===== src/rtl/id_ex_alu_issue.sv =====
// ID/EX issue stage for the 64-bit ALU: decodes RV64 ALU/load/store/branch ops into ALU opcodes,
// selects operand B and holds the result in the ID/EX register. Optional macro: ID_EX_FWD_EN.
module id_ex_alu_issue #(
  parameter int unsigned XLEN    = 64,
  parameter int unsigned ALUOP_W = 4
) (
  input  logic               clk,
  input  logic               reset_n,
  input  logic               id_valid,
  input  logic [31:0]        id_instr,
  input  logic [XLEN-1:0]    id_rs1_data,
  input  logic [XLEN-1:0]    id_rs2_data,
  input  logic [XLEN-1:0]    id_imm,
  input  logic               stall,
  input  logic               flush,
`ifdef ID_EX_FWD_EN
  input  logic               exm_wr_en,
  input  logic [4:0]         exm_rd,
  input  logic [XLEN-1:0]    exm_result,
  input  logic               mwb_wr_en,
  input  logic [4:0]         mwb_rd,
  input  logic [XLEN-1:0]    mwb_result,
  input  logic [4:0]         id_rs1,
  input  logic [4:0]         id_rs2,
`endif
  output logic               id_ready,
  output logic               ex_valid,
  output logic [ALUOP_W-1:0] ex_alu_op,
  output logic [XLEN-1:0]    ex_a,
  output logic [XLEN-1:0]    ex_b,
  output logic               ex_is_branch,
  output logic [2:0]         ex_br_funct3,
  output logic [XLEN-1:0]    ex_rs2_store,
  output logic               ex_illegal
);

  localparam logic [6:0] OpcReg    = 7'b0110011;
  localparam logic [6:0] OpcImm    = 7'b0010011;
  localparam logic [6:0] OpcLoad   = 7'b0000011;
  localparam logic [6:0] OpcStore  = 7'b0100011;
  localparam logic [6:0] OpcBranch = 7'b1100011;

  localparam logic [ALUOP_W-1:0] AluAnd  = ALUOP_W'(4'b0000);
  localparam logic [ALUOP_W-1:0] AluOr   = ALUOP_W'(4'b0001);
  localparam logic [ALUOP_W-1:0] AluAdd  = ALUOP_W'(4'b0010);
  localparam logic [ALUOP_W-1:0] AluSub  = ALUOP_W'(4'b0110);
  localparam logic [ALUOP_W-1:0] AluBlt  = ALUOP_W'(4'b1000);
  localparam logic [ALUOP_W-1:0] AluAddi = ALUOP_W'(4'b1001);
  localparam logic [ALUOP_W-1:0] AluXor  = ALUOP_W'(4'b1010);
  localparam logic [ALUOP_W-1:0] AluSll  = ALUOP_W'(4'b1111);

  logic [6:0] opcode;
  logic [2:0] funct3;
  logic [6:0] funct7;
  logic [5:0] shamt;

  assign opcode = id_instr[6:0];
  assign funct3 = id_instr[14:12];
  assign funct7 = id_instr[31:25];
  assign shamt  = id_instr[25:20];

`ifndef ID_EX_FWD_EN
  // Register specifiers are only consumed by the forwarding network.
  logic unused_instr;
  assign unused_instr = ^{id_instr[19:15], id_instr[11:7]};
`endif

  logic [ALUOP_W-1:0] dec_op;
  logic               dec_illegal;
  logic               dec_branch;
  logic               dec_use_imm;
  logic               dec_use_shamt;

  always_comb begin
    dec_op        = AluAdd;
    dec_illegal   = 1'b0;
    dec_branch    = 1'b0;
    dec_use_imm   = 1'b0;
    dec_use_shamt = 1'b0;
    case (opcode)
      OpcReg: begin
        case (funct3)
          3'b000:  dec_op = funct7[5] ? AluSub : AluAdd;
          3'b111:  dec_op = AluAnd;
          3'b110:  dec_op = AluOr;
          3'b100:  dec_op = AluXor;
          default: dec_illegal = 1'b1;
        endcase
      end
      OpcImm: begin
        dec_use_imm = 1'b1;
        case (funct3)
          3'b000: dec_op = AluAddi;
          3'b001: begin
            if (funct7 == 7'b0000000) begin
              dec_op        = AluSll;
              dec_use_shamt = 1'b1;
            end else begin
              dec_illegal = 1'b1;
            end
          end
          3'b100:  dec_op = AluXor;
          3'b110:  dec_op = AluOr;
          3'b111:  dec_op = AluAnd;
          default: dec_illegal = 1'b1;
        endcase
      end
      OpcLoad, OpcStore: dec_use_imm = 1'b1;
      OpcBranch: begin
        case (funct3)
          3'b000, 3'b001: begin
            dec_op     = AluSub;
            dec_branch = 1'b1;
          end
          3'b100: begin
            dec_op     = AluBlt;
            dec_branch = 1'b1;
          end
          default: dec_illegal = 1'b1;
        endcase
      end
      default: dec_illegal = 1'b1;
    endcase
    if (dec_illegal) begin
      dec_op        = AluAdd;
      dec_branch    = 1'b0;
      dec_use_shamt = 1'b0;
    end
  end

  logic [XLEN-1:0] rs1_val;
  logic [XLEN-1:0] rs2_val;

`ifdef ID_EX_FWD_EN
  // Later assignments win, giving EX/MEM priority over MEM/WB over the register file.
  always_comb begin
    rs1_val = id_rs1_data;
    rs2_val = id_rs2_data;
    if (mwb_wr_en && (mwb_rd != 5'd0) && (mwb_rd == id_rs1)) rs1_val = mwb_result;
    if (mwb_wr_en && (mwb_rd != 5'd0) && (mwb_rd == id_rs2)) rs2_val = mwb_result;
    if (exm_wr_en && (exm_rd != 5'd0) && (exm_rd == id_rs1)) rs1_val = exm_result;
    if (exm_wr_en && (exm_rd != 5'd0) && (exm_rd == id_rs2)) rs2_val = exm_result;
  end
`else
  assign rs1_val = id_rs1_data;
  assign rs2_val = id_rs2_data;
`endif

  logic [XLEN-1:0] dec_b;

  always_comb begin
    if (dec_use_shamt) begin
      dec_b = {{(XLEN-6){1'b0}}, shamt};
    end else if (dec_use_imm) begin
      dec_b = id_imm;
    end else begin
      dec_b = rs2_val;
    end
  end

  logic               valid_q,   valid_d;
  logic [ALUOP_W-1:0] op_q,      op_d;
  logic [XLEN-1:0]    a_q,       a_d;
  logic [XLEN-1:0]    b_q,       b_d;
  logic               branch_q,  branch_d;
  logic [2:0]         f3_q,      f3_d;
  logic [XLEN-1:0]    rs2_q,     rs2_d;
  logic               illegal_q, illegal_d;

  always_comb begin
    valid_d   = valid_q;
    op_d      = op_q;
    a_d       = a_q;
    b_d       = b_q;
    branch_d  = branch_q;
    f3_d      = f3_q;
    rs2_d     = rs2_q;
    illegal_d = illegal_q;
    if (flush || !stall) begin
      op_d     = dec_op;
      a_d      = rs1_val;
      b_d      = dec_b;
      branch_d = dec_branch;
      f3_d     = funct3;
      rs2_d    = rs2_val;
    end
    if (flush) begin
      valid_d   = 1'b0;
      illegal_d = 1'b0;
    end else if (!stall) begin
      valid_d   = id_valid;
      illegal_d = id_valid & dec_illegal;
    end
  end

  always_ff @(posedge clk or negedge reset_n) begin
    if (!reset_n) begin
      valid_q   <= 1'b0;
      op_q      <= '0;
      a_q       <= '0;
      b_q       <= '0;
      branch_q  <= 1'b0;
      f3_q      <= '0;
      rs2_q     <= '0;
      illegal_q <= 1'b0;
    end else begin
      valid_q   <= valid_d;
      op_q      <= op_d;
      a_q       <= a_d;
      b_q       <= b_d;
      branch_q  <= branch_d;
      f3_q      <= f3_d;
      rs2_q     <= rs2_d;
      illegal_q <= illegal_d;
    end
  end

  assign id_ready     = !stall;
  assign ex_valid     = valid_q;
  assign ex_alu_op    = op_q;
  assign ex_a         = a_q;
  assign ex_b         = b_q;
  assign ex_is_branch = branch_q;
  assign ex_br_funct3 = f3_q;
  assign ex_rs2_store = rs2_q;
  assign ex_illegal   = illegal_q;

endmodule


===== config.mk =====
export PLATFORM = sky130hd
export DESIGN_NAME = id_ex_alu_issue
export DESIGN_NICKNAME = d
export VERILOG_FILES = /design/src/rtl/id_ex_alu_issue.sv
export SDC_FILE = /design/constraint.sdc
export NUM_CORES = 1
export LEC_CHECK = 0
export ABC_AREA = 1
export BUFFER_PORTS_ARGS = -buffer_cell sky130_fd_sc_hd__clkbuf_2
export CAP_MARGIN = 15
export CORE_AREA = 2 2 169 171
export DETAILED_ROUTE_END_ITERATION = 8
export DIE_AREA = 0 0 171 173
export SETUP_SLACK_MARGIN = 0.3
export SYNTH_ARGS = -nofsm -noshare
export SYNTH_HDL_FRONTEND = slang
export SYNTH_SLANG_ARGS = --single-unit

===== constraint.sdc =====
create_clock -name clk -period 1.7 [get_ports clk]
set_clock_uncertainty 0.2 [all_clocks]
set_input_delay 0.085 -clock clk [delete_from_list [all_inputs] [get_ports clk]]
set_output_delay 0.085 -clock clk [all_outputs]
set_load 0.005 [all_outputs]

* Word-level counts from Yosys, hierarchy flattened *
Index checks and enable logic that the tools add are counted.

operators by class
  eq/ne operators = 10
  multiplexer cells = 26
  bitwise operators = 1
  reduce and logical (&&, ||, !) cells = 9

operators by type and width
  kind                number
  $mux 64             2
  $pmux 4 s5          1
  $pmux 4 s4          1
  $mux 1              15
  $eq 7x6->1 const B  2
  $pmux 4 s3          1
  $eq 3x3->1 const B  3
  $mux 4              2
  $pmux 4 s2          1
  $eq 7x2->1 const B  1
  $eq 7x5->1 const B  1
  $eq 7x7->1 const B  1
  $logic_not 7->1     1
  $reduce_or 3->1     2
  $pmux 1 s4          1
  $reduce_or 2->1     2
  $reduce_or 4->1     1
  $eq 3x1->1 const B  1
  $logic_not 3->1     1
  $mux 3              1
  $ne 2x1->1 const B  1
  $pmux 1 s2          1
  $and 1x1->1         1
  $logic_not 1->1     1
  $logic_or 1x1->1    1

storage, ports and cells
  bits in registers = 202
  input bits = 229
  output and inout bits = 203
  word-level logic and storage cells = 54

* Logic depth before layout (Yosys ltp) *
Gate-level depths: netlist of the first run.

  word-level depth = 7
  depth in mapped cells = 10
  mapped depth without buffers = 10

* Least setup slack after synthesis of the first run *
OpenSTA, ideal clock, no wires.

  kind = input -> register
  from = input id_instr[1]
  to = register b_q[0] (netlist: ex_b[0])
  library setup time = 0.118 ns
  arrival time = 0.908 ns
  required time = 1.382 ns
  path slack = 0.474 ns
  stages = 9
  buffers on the path = 0
  cell sequence = nand2_1 > inv_1 > nand2_1 > nor2_4 > inv_1 > nor2_1 > nand2_1 > nand3_1 > nand2_1

on the way
  cells in the longest elaborated chain, start to end = 5
  elaborated cells on any way between the ends = 13
  those cells by class = eq/ne (5); mux (6); reduce/logical (2)

RTL lines
  what                                                RTL line  RTL
  start: declaration                                  10        input logic [31:0] id_instr,
  $eq 7x2->1 (tied with other cells)                  80        case (opcode)
  $reduce_or 2->1 or $reduce_or 3->1 (tied branches)  --
  $pmux 1 s4 or $mux 1 (tied branches)                80
  $mux 1 or $mux 64 (tied branches)                   124, 154
  $mux 64 (*)                                         152       if (dec_use_shamt) begin
  end signal: assignment                              201       b_q <= '0;
  end signal: assignment                              210       b_q <= b_d;
  end: declaration                                    164       logic [XLEN-1:0] b_q, b_d;

Every way passes the cells marked *; elsewhere a longest branch is shown, timed or not.
A chain may end at the register's enable or synchronous reset.

==> results of run 1 <==
[cell usage in the layout (no fill, tap or decap)]
master,Yosys,routed
nor3_1,2,2
clkinv_4,0,1
clkbuf_1,24,4
inv_2,2,1
nand2_2,2,3
nand3_1,139,138
clkinvlp_4,0,1
a21oi_1,4,2
nand3b_1,5,5
clkbuf_16,0,25
buf_4,3,20
nor2_4,2,5
o21ai_0,11,11
a21oi_2,0,1
clkinv_2,0,7
a21oi_4,0,1
nor2_1,20,16
diode_2,0,2
dlygate4sd3_1,0,277
inv_1,32,32
inv_6,0,1
dfrtp_1,202,202
buf_6,2,1
bufinv_16,0,1
buf_12,0,14
clkbuf_2,0,420
nand4_1,3,3
nand3_2,0,1
nand2_1,685,684
clkbuf_8,0,6
nor2_2,2,3
[flip-flops by register name (all words and copies together) (netlist names)]
signal,flops
ex_a,64
ex_b,64
ex_rs2_store,64
ex_alu_op,4
ex_br_funct3,3
ex_illegal,1
ex_is_branch,1
ex_valid,1
[cell type report]
| cell class | instances | area, um^2 | area share |
|---|---|---|---|
| flip-flops and latches | 202 | 5050 | 0.329 |
| multi-input cells | 875 | 3580 | 0.233 |
| inverters | 34 | 133 | 0.00863 |
| clock buffers | 34 | 709 | 0.0462 |
| clock inverters | 10 | 81.3 | 0.00529 |
| diodes | 2 | 5.00 | 0.000326 |
| repair buffers | 733 | 5330 | 0.347 |
| well taps | 378 | 473 | 0.0308 |
[report_power, final]
group / leakage, nW / switching [mW] / internal [mW] / total (mW)
combinational: 5.65 / 1.16 / 1.18 / 2.34
clock: 0.395 / 2.09 / 3.05 / 5.14
sequential: 2.42 / 0.241 / 5.21 / 5.45
[layer usage]
| layer | vias up | wire (um) | global-route usage |
|---|---|---|---|
| li1 | 5031 | - | - |
| met1 | 4998 | 13800 | 0.274 |
| met2 | 480 | 17800 | 0.428 |
| met3 | 113 | 3010 | 0.0616 |
| met4 | 0 | 1460 | 0.104 |
| met5 | - | 0 | 0 |
[worst register-to-register path, cell delays in order, from the launching register on]
cell and delay, ps:
dfrtp_1 380, nand2_1 80, nand2_1 60, dlygate4sd3_1 550
[timing repair]
action / in CTS / in global routing
pin swaps: 0 / 4
gates resized for setup: 0 / 9
hold buffers: 338 / 11
hold endpoints to repair: 404 / 67
buffers inserted: 0 / 0
setup endpoints to repair: 1 / 82
[worst max-delay path by stage]
stage / startpoint / cells past startpoint / endpoint / slack (ps)
finish: ex_rs2_store[9]$_DFFE_PN0P_ / 3 / ex_rs2_store[9]$_DFFE_PN0P_ / 320
global placement: id_instr[5] / 8 / ex_b[11]$_DFFE_PN0P_ / 130
detailed placement: id_instr[5] / 8 / ex_b[30]$_DFFE_PN0P_ / 130
CTS: ex_b[25]$_DFFE_PN0P_ / 1 / ex_b[25] / 290
global route: ex_rs2_store[9]$_DFFE_PN0P_ / 3 / ex_rs2_store[9]$_DFFE_PN0P_ / 280
floorplan: id_instr[1] / 9 / ex_b[0]$_DFFE_PN0P_ / 470
[logic make-up after synthesis]
| kind of cell | synth area share |
|---|---|
| simple gates | 0.382 |
| compound gates | 0.00830 |
| flops | 0.559 |
| buf+inv | 0.0509 |
==> flow_metrics.env, run 1 <==
export IMPL_cts_max_level=1
export IMPL_clock_tree_root_cell="clkbuf_16"
export IMPL_gp_congestion=0.826
export IMPL_status="finished with violations"
export IMPL_cp_slowest_stage_delay_ps=550
export IMPL_areaGrowthSynthToFinish_pct=69.8
export IMPL_seq_area_frac_synth=0.559
export IMPL_critPathKind="reg -> reg"
export IMPL_grt_pass1_vias=11412
export IMPL_clk_pin_slew_ps=60
export IMPL_core_area_mm2=0.0276
export IMPL_crit_chain="nand2_1 > nand2_1 > dlygate4sd3_1"
export IMPL_antenna_left=0
export IMPL_grt_ovfl_total=0
export IMPL_setup_slack_ps=320
export IMPL_p_leak_nw=8.47
export IMPL_utilization=0.556
export IMPL_die_x_um=171
export IMPL_failed_checks="negative hold slack"
export IMPL_vias_per_cell=4.68
export IMPL_clk_latency_ps=520
export IMPL_yosysMostFrequentCell="nand2_1"
export IMPL_ys_types=19
export IMPL_synth_top_cell_by_area="dfrtp_1"
export IMPL_synthFlopType="dfrtp_1"
export IMPL_ys_top_cells_by_count="nand2_1, dfrtp_1, nand3_1"
export IMPL_final_nets=2099
export IMPL_drive_gt1_frac=0.271
export IMPL_fmax_mhz=725
export IMPL_hold_slack_ps=-115
export IMPL_drcViolationCount=0
export IMPL_wl_um=36100
export IMPL_worst_r2r_path_depth=3
export IMPL_placed_area_mm2=0.0118
export IMPL_power_density_mw_per_mm2=842
export IMPL_cpMostUsedCell="nand2_1"
export IMPL_synthCells=1181
export IMPL_ys_warnings_count=0
export IMPL_timing_critical_path_buf_inv=1
export IMPL_regToRegSetupSlack_ps=320
export IMPL_cts_path_max_buffers=3
export IMPL_n_fill_cell=2383
export IMPL_finalPower_mw=12.9
export IMPL_finalNonFillerCells=2268
export IMPL_vdd_drop_max_mv=0.719
export IMPL_antenna_found_initial=2
export IMPL_yosysTopAreaCellShare=0.559
export IMPL_vias=10622
export IMPL_stdcell_area_mm2=0.0154
export IMPL_worstMarginPinSlew_ps=477
export IMPL_synth_edf_count=0
export IMPL_hold_path_class="in -> async"
export IMPL_crit_reg2reg_launch="ex_rs2_store[9]$_DFFE_PN0P_"
export IMPL_dp_hpwl_um=22700
export IMPL_grt_max_degree=80
export IMPL_port_buffers=421
export IMPL_fin_crit_sh=0.812
export IMPL_dp_slack_ps=132
export IMPL_cts_tree="yes"
export IMPL_fp_dieH_um=173
export IMPL_finalCriticalPeriod_ps=1380
export IMPL_r2r_end="ex_rs2_store[9]$_DFFE_PN0P_"
export IMPL_routedWlPerCell_um=15.9
export IMPL_crit_required_ps=1900
export IMPL_rsz0062_at_grt="yes"
export IMPL_slew_viol_final=0
export IMPL_ios=432
export IMPL_end_kind="flip-flop"
export IMPL_ys_seq_elements=202
export IMPL_slew_headroom=0.682
export IMPL_critical_path_arrival_ps=1580
export IMPL_netlist_area_mm2=0.00905
export IMPL_hold_viol=75
export IMPL_cp_start_kind="flip-flop"
export IMPL_cts_sinks=202
export IMPL_start_util=0.327
export IMPL_drv_cap=0
export IMPL_slowest_stage="dlygate4sd3_1"
export IMPL_drtIter0Drc=600
export IMPL_setup_viol=0
export IMPL_fin_setup_tns_ps=0
export IMPL_async_reset_ff_frac=1.00
export IMPL_die_area_mm2=0.0296
export IMPL_worst_path_max_fanout=2
export IMPL_placed_cells=1945
export IMPL_synth_area_per_cell_um2=7.66
export IMPL_synth_nets=1410
export IMPL_dr_pass1_iters=5
export IMPL_grt_pass1_wl_um=57900
export IMPL_core_rowCount=61
export IMPL_grt_use_total=0.242
export IMPL_cts_buffers=24
export IMPL_crit_family="buffers and inverters"
export IMPL_netlist_top_cells_area="dfrtp_1, nand2_1, nand3_1"
Note: power is estimated with default switching activity, not from simulation.
==> run 2: changes to the inputs <==
==> constraint.sdc (replaced) <==
create_clock -name clk -period 1.1 [get_ports clk]
set_clock_uncertainty 0.2 [all_clocks]
set_input_delay 0.055 -clock clk [delete_from_list [all_inputs] [get_ports clk]]
set_output_delay 0.055 -clock clk [all_outputs]
set_load 0.005 [all_outputs]
==> flow_metrics.env, run 2 (same netlist as run 1, synthesis figures left out) <==
export IMPL_grt_pass1_wl_um=59600
export IMPL_antenna_left=0
export IMPL_clk_latency_ps=510
export IMPL_critical_path_arrival_ps=1070
export IMPL_final_cell_mix="nand2_1, clkbuf_2, dfrtp_1"
export IMPL_failed_checks="negative hold slack, negative setup slack"
export IMPL_clock_tree_root_cell="clkbuf_16"
export IMPL_drive_gt1_frac=0.476
export IMPL_setup_slack_ps=-225
export IMPL_worst_r2r_path_depth=4
export IMPL_drcViolationCount=0
export IMPL_grt_use_total=0.255
export IMPL_rsz0062_at_grt="yes"
export IMPL_final_common_cell="nand2_1"
export IMPL_drtIter0Drc=760
export IMPL_areaGrowthSynthToFinish_pct=101
export IMPL_slowest_stage="dfrtp_1"
export IMPL_crit_required_ps=840
export IMPL_power_density_mw_per_mm2=1130
export IMPL_seqCellArea_mm2=0.00505
export IMPL_start_util=0.327
export IMPL_hold_viol=178
export IMPL_n_fill_cell=2128
export IMPL_hold_slack_ps=-791
export IMPL_multi_input_comb_area_mm2=0.00474
export IMPL_drv_cap=0
export IMPL_status="finished with violations"
export IMPL_fin_crit_sh=1.20
export IMPL_placed_cells=1994
export IMPL_antenna_found_initial=2
export IMPL_met1_usage=0.297
export IMPL_crit_chain="clkbuf_2"
export IMPL_grt_ovfl_total=0
export IMPL_cp_start_kind="flip-flop"
export IMPL_slew_headroom=0.738
export IMPL_vias_per_cell=4.79
export IMPL_ios=432
export IMPL_vias=11341
export IMPL_wl_um=42700
export IMPL_cts_path_max_buffers=3
export IMPL_port_buffers=421
export IMPL_core_rowCount=61
export IMPL_fin_setup_tns_ps=-33380
export IMPL_grt_max_degree=44
export IMPL_grt_pass1_vias=11268
export IMPL_critPathKind="reg -> out"
export IMPL_die_x_um=171
export IMPL_setup_viol=203
export IMPL_cp_slowest_stage_delay_ps=430
export IMPL_finalNonFillerCells=2369
export IMPL_finalPower_mw=20.5
export IMPL_timing_critical_path_buf_inv=1
export IMPL_final_nets=2205
export IMPL_end_kind="output pin"
export IMPL_cts_buffers=23
export IMPL_cp_depth=1
export IMPL_gp_congestion=0.861
export IMPL_routedWlPerCell_um=18.0
export IMPL_cts_tree="yes"
export IMPL_worst_path_max_fanout=2
export IMPL_use_met2=0.448
export IMPL_use_met3=0.0597
export IMPL_die_area_mm2=0.0296
export IMPL_worstMarginPinSlew_ps=392
export IMPL_fmax_mhz=755
export IMPL_cts_sinks=202
export IMPL_cts_max_level=1
export IMPL_clk_pin_slew_ps=60
export IMPL_finalCriticalPeriod_ps=1330
export IMPL_vdd_drop_max_mv=0.788
export IMPL_crit_family="flip-flops"
export IMPL_p_leak_nw=9.72
export IMPL_dr_pass1_iters=4
export IMPL_fp_dieH_um=173
export IMPL_hold_path_class="in -> async"
export IMPL_core_area_mm2=0.0276
export IMPL_dp_hpwl_um=23600
export IMPL_top_usage_layer="met2"
export IMPL_slew_viol_final=0
run 2: worst paths after layout:
check	start	end	slack, ps
max in group asynchronous	reset_n	ex_a[21]$_DFFE_PN0P_	300
setup / recovery	ex_a[4]$_DFFE_PN0P_	ex_a[4]	-230
hold / removal	reset_n	ex_b[21]$_DFFE_PN0P_	-790
hold reg to reg	ex_rs2_store[11]$_DFFE_PN0P_	ex_rs2_store[11]$_DFFE_PN0P_	270
setup reg to reg	ex_b[45]$_DFFE_PN0P_	ex_b[45]$_DFFE_PN0P_	0
min in group clk	id_imm[2]	ex_b[2]$_DFFE_PN0P_	-250
run 2: through the flow:
stage / worst slack (ps) / hold WS (ps) / cell area, um^2 / util
3_5_place_dp: -409 / -184 / 12600 / 0.456
4_1_cts: -249 / -729 / 16800 / 0.607
6_report: -225 / -791 / 18200 / 0.658
2_1_floorplan: -28.7 / -441 / 9600 / -
3_3_place_gp: -401 / -181 / 12600 / 0.456
5_1_grt: -256 / -805 / 18200 / 0.658
run 2: report_power, final:
part | switching (mW) | total, mW | internal, mW
combinational | 2.28 | 4.89 | 2.61
sequential | 0.404 | 8.46 | 8.06
clock | 3.08 | 7.16 | 4.08
total | 5.77 | 20.5 | 14.7
run 2: cell type report:
type | count | area share
Timing Repair inverter | 1 | 0.000344
Clock buffer | 30 | 0.0353
Multi-Input combinational cell | 876 | 0.261
Sequential cell | 202 | 0.278
Timing Repair Buffer | 838 | 0.387
Antenna cell | 2 | 0.000275
Tap cell | 378 | 0.0260
Inverter | 34 | 0.00950
Clock inverter | 8 | 0.00241
run 2: timing repair:
item | 4_1_cts | 5_1_grt
hold endpoints to repair | 404 | 199
endpoints found under the setup margin | 389 | 419
resized for setup | 175 | 230
pin swaps | 211 | 188
cloned | 15 | 4
hold buffers | 197 | 3
setup buffers | 58 | 58
run 2: layer usage:
layer	vias up	part of all wire	routed length, um
li1	5261	-	-
met1	5347	0.37	16000
met2	580	0.50	21300
met3	153	0.080	3400
met4	0	0.048	2060
met5	-	0	0
